[config.mk]
export PLATFORM = sky130hd
export DESIGN_NAME = acc_seq
export DESIGN_NICKNAME = d
export VERILOG_FILES = /design/src/rtl/acc_seq_pkg.sv /design/src/rtl/acc_seq.sv
export SDC_FILE = /design/constraint.sdc
export NUM_CORES = 1
export LEC_CHECK = 0
export CORE_UTILIZATION = 40
export DETAILED_ROUTE_END_ITERATION = 6
export PLACE_DENSITY_LB_ADDON = 0.3
export RECOVER_POWER = 100
export SETUP_SLACK_MARGIN = 0.15
export SLEW_MARGIN = 25
export SYNTH_ARGS = -nofsm -noshare
export SYNTH_HDL_FRONTEND = slang
export SYNTH_SLANG_ARGS = --single-unit
[constraint.sdc]
create_clock -name clk -period 2.8 [get_ports clk]
set_input_delay 0.7 -clock clk [delete_from_list [all_inputs] [get_ports clk]]
set_output_delay 0.7 -clock clk [all_outputs]
set_load 0.05 [all_outputs]
[src/rtl/acc_seq_pkg.sv]
// Shared definitions for the accumulator sequencer: default widths,
// reserved opcodes and the FSM state encoding.
package acc_seq_pkg;

    localparam int unsigned DW_DEF  = 8;
    localparam int unsigned OPW_DEF = 3;
    localparam int unsigned CW_DEF  = 4;

    localparam logic [2:0] OP_ADD = 3'b000;
    localparam logic [2:0] OP_CLR = 3'b111;

    typedef enum logic [1:0] {
        S_IDLE  = 2'd0,
        S_EXEC  = 2'd1,
        S_WRITE = 2'd2,
        S_DONE  = 2'd3
    } state_t;

endpackage

[src/rtl/acc_seq.sv]
// Command sequencer driving an external ALU and accumulator: each command
// runs cnt execute/writeback iterations and ends with a one-cycle done pulse.
module acc_seq
    import acc_seq_pkg::*;
#(
    parameter int unsigned DW  = DW_DEF,
    parameter int unsigned OPW = OPW_DEF,
    parameter int unsigned CW  = CW_DEF
) (
    input  logic           clk,
    input  logic           rst,
    input  logic           cmd_valid,
    output logic           cmd_ready,
    input  logic [OPW-1:0] cmd_op,
    input  logic [DW-1:0]  cmd_imm,
    input  logic [CW-1:0]  cmd_cnt,
    output logic [OPW-1:0] alu_op,
    output logic [DW-1:0]  alu_a,
    output logic           alu_en,
    input  logic [DW-1:0]  alu_ans,
    output logic           acc_we,
    output logic           acc_clr,
    output logic           busy,
    output logic           done,
    output logic [DW-1:0]  res
);

    state_t         state_q, state_d;
    logic [OPW-1:0] op_q;
    logic [DW-1:0]  imm_q;
    logic [CW-1:0]  rem_q;
    logic           skip_q;
    logic           cmd_skip;
    logic           hs;

    assign hs       = cmd_valid & cmd_ready;
    assign cmd_skip = (cmd_op == OPW'(OP_CLR)) || (cmd_cnt == '0);

    always_ff @(posedge clk) begin
        if (rst) begin
            state_q <= S_IDLE;
            op_q    <= '0;
            imm_q   <= '0;
            rem_q   <= '0;
            skip_q  <= 1'b0;
        end else begin
            state_q <= state_d;
            if (hs) begin
                op_q   <= cmd_op;
                imm_q  <= cmd_imm;
                rem_q  <= cmd_cnt;
                skip_q <= cmd_skip;
            end else if (state_q == S_WRITE && rem_q != '0) begin
                rem_q <= rem_q - CW'(1);
            end
        end
    end

    // Outputs are forced low while rst is high so nothing leaks during reset,
    // including the cycle before the state register first settles.
    always_comb begin
        state_d   = state_q;
        cmd_ready = 1'b0;
        alu_en    = 1'b0;
        acc_we    = 1'b0;
        acc_clr   = 1'b0;
        done      = 1'b0;
        busy      = 1'b0;
        alu_op    = '0;
        alu_a     = '0;
        res       = '0;
        if (!rst) begin
            busy = (state_q != S_IDLE);
            if (busy) begin
                alu_op = op_q;
                alu_a  = imm_q;
            end
            unique case (state_q)
                S_IDLE: begin
                    cmd_ready = 1'b1;
                    if (cmd_valid) state_d = cmd_skip ? S_DONE : S_EXEC;
                end
                S_EXEC: begin
                    alu_en  = 1'b1;
                    state_d = S_WRITE;
                end
                S_WRITE: begin
                    acc_we  = 1'b1;
                    state_d = (rem_q <= CW'(1)) ? S_DONE : S_EXEC;
                end
                S_DONE: begin
                    done    = 1'b1;
                    acc_clr = skip_q && (op_q == OPW'(OP_CLR));
                    res     = skip_q ? '0 : alu_ans;
                    state_d = S_IDLE;
                end
                default: state_d = S_IDLE;
            endcase
        end
    end

endmodule

==> summary.md, run 1 <==
| Metric | Value |
|---|---|
| Status | completed |
| Nets | 208 |
| Storage cell area | 360.3 µm² |
| Sequential area share after synthesis | a little over a third |
| Cts bufs inserted | 3 |
| Vias in the first global route | about 1000 |
| Grt ovf | 0 |
| Worst Tran Pin Value | between 700 and 800 ps |
| Clk_skew | between 1 and 1.5 ps |
| Gr usage total | ~22% |
| Leakage | about 0.63 nW |
| Num rows | 17 |
| Tot Pwr | 0.6831 mW |
| HPWL after detailed placement | approximately 2100 µm |
| Synthesized flop and latch total | 18 |
| Number of top-level pins | 51 |
| RSZ-0062 raised after global routing | false |
| Gp weighted congestion | between 0.8 and 0.9 |
| Synth async-reset ratio | 0% |
| Arr. time, crit path | between 1500 and 2000 ps |
| H-tree depth | 1 |
| Buffers added on ports | 50 |
| Req. time, crit path | between 2000 and 2500 ps |
| Worst Setup Path Type | in -> out |
| Layout cell share with drive strength beyond 1 | around 15% |
| Final Hold Viols | 0 |
| Yosys warnings | 0 |
| Post-route antenna net violation count | 0 |
| Fmax | about 400 MHz |
| Most frequent cells in the layout | clkdlybuf4s50_1 (22), dfxtp_1 (18), buf_12 (16) |
| Pre-Repair DR Iteration Count | 4 |
| Gate Count Post-Synth | between 100 and 150 |
| Clk Latency, worst-skew pair | between 200 and 300 ps |
| Worst-path clk slew | 100 ps |
| Die Wd | ~52 µm |
| Syn_nets | ~160 |
| Core area | about 2300 µm² |
| Fill count | about 180 |
| First-pass GRT wire length | roughly 4500 µm |
| Initial antenna violation count | 0 |
| CTS tree | built |
| Number of flops mapped to enable cells by yosys | 0 |
| Antenna Cells | 0 |
| Initial drt markers | 20 |
| DR WL/cell | 13.02 µm |
| Largest net degree at the start of global routing | 25 |
| Max IR drop VDD | 0.3503 mV |
| Sink Count | 18 |
| Die height | about 52 µm |
| Main flop type after synthesis | dfxtp_1 |
| CTS root buf | clkbuf_4 |
| Fin crit period | 2499 ps |
| Period Utilization, post-route | approximately nine tenths |
| Pwr Density | a little over 400 nW/µm² |
| Slew Viols, Final | 0 |
| Die area | approximately 2700 µm² |
| Max Cap Viol | 0 |
| Vias | 1029 |
| Class of the worst hold path | reg -> reg |
| Post-route DRC | 0 |
| Max Root-Sink Buffers | 2 |
| Routed WL | ~2700 µm |
| Initial Util | a little over two fifths |
| Fin util | 72.60% |
| Area occupied by multi-input gates | between 500 and 600 µm² |
| Area of the mapped netlist | just over 1000 µm² |
| Final Setup Violations | 0 |
| Crit path max fanout | 24 |
| Area grow syn2layout | 65.80% |
| DR vias/cell | ~5 |
| Startpoint type of the worst setup path | input port |
| Yosys cell types | 30 |
| Syn avg cell area | about 8 µm² |
| Slew HR | around half |
| Commonest non-fill, non-tap cell in the layout | clkdlybuf4s50_1 |
| Critical Path Sink Type | primary output |
==> critical path: stages <==
cell            delay, ps
dlymetal6s2s_1        150
buf_6                 180
nand2b_1              160
nor2_1                100
clkbuf_1              500
==> path summary, 6_finish.rpt <==
path	from	end	slack [ps]	cells past startpoint
worst min-delay path	imm_q[2]$_SDFFE_PP0P_	imm_q[2]$_SDFFE_PP0P_	500	2
worst max register to register	state_q[1]$_SDFFE_PP0P_	op_q[1]$_SDFFE_PP0P_	920	3
worst max-delay path	rst	alu_a[6]	300	5
worst min register to register	imm_q[2]$_SDFFE_PP0P_	imm_q[2]$_SDFFE_PP0P_	500	2
==> final cells by class <==
cell class	count	share of cell area (%)
multi-input combinational	98	35.03
inverter	4	0.9002
tap	28	2.101
timing repair buffer	54	38.18
clock buffer	4	2.176
sequential	18	21.61
==> cells in the mapped netlist, drive strengths merged, types with 2 or more instances <==
cell type  count  share of area, %
nor3           5               2.5
nor3b          2               1.5
or4            2               1.5
dfxtp         18                36
nand2b        12               8.2
o21ai         13               6.5
a31oi          4               2.5
and2          11               6.8
nor2b          2               1.2
or3            3               1.9
nor2          15               5.6
buf            5               4.0
nand2         14               5.2
inv            4               1.5
o211ai         3               2.2
clkbuf         2              0.75
ha             3               3.7
==> metal layers <==
metal  part of all wire [%]  global-route usage [%]  up-vias
met5                      0                       0        -
met4                   0.45                   6.579        0
met3                    7.1                   4.971        2
met2                     52                   40.81       37
met1                     40                   24.96      457
li1                       -                       -      533
==> power breakdown <==
part | internal, mW | switching [mW] | total [mW]
logic | 0.0996 | 0.119 | 0.218
clock network | 0.0792 | 0.0818 | 0.161
registers | 0.280 | 0.0237 | 0.304
total | 0.459 | 0.224 | 0.683
==> timing repair <==
| item | 4_1_cts | 5_1_grt |
|---|---|---|
| buffers inserted | 0 | 1 |
| pin swaps | 0 | 2 |
| hold buffers | 0 | 0 |
| gates resized for setup | 2 | 11 |
| endpoints found under the setup margin | 11 | 19 |
==> metrics by stage <==
stage               cells  area [µm²]  worst slack [ps]  hold slack, ps  setup TNS [ps]
finish                206        1668             301.4           501.9               0
global route          206        1668             225.2           527.5               0
CTS                   205        1815             139.6           495.7               0
detailed placement    201        1772             36.88           478.6               0
global placement      201        1772             116.0           468.4               0
floorplan             127        1011            -13.64           450.5          -53.72
==> flip-flops by register name, summed over array words and instances (netlist names) <==
register  flops
rem_q         4
state_q       2
op_q          3
skip_q        1
imm_q         8
==> logic make-up after synthesis <==
family | synth area share [%]
AOI/OAI and AO/OA | 12.93
adders and majority gates | 3.732
buffers and inverters | 6.219
DFF | 35.82
and+or+nand+nor | 41.29
No activity file was read; power rests on OpenSTA's default activity.
==> run 2, diff against run 1 <==
- ABC_CLOCK_PERIOD_IN_PS: default -> 2800
==> results of run 2 <==
Same layout as run 1: the final DEF is identical, and so are final timing and power.
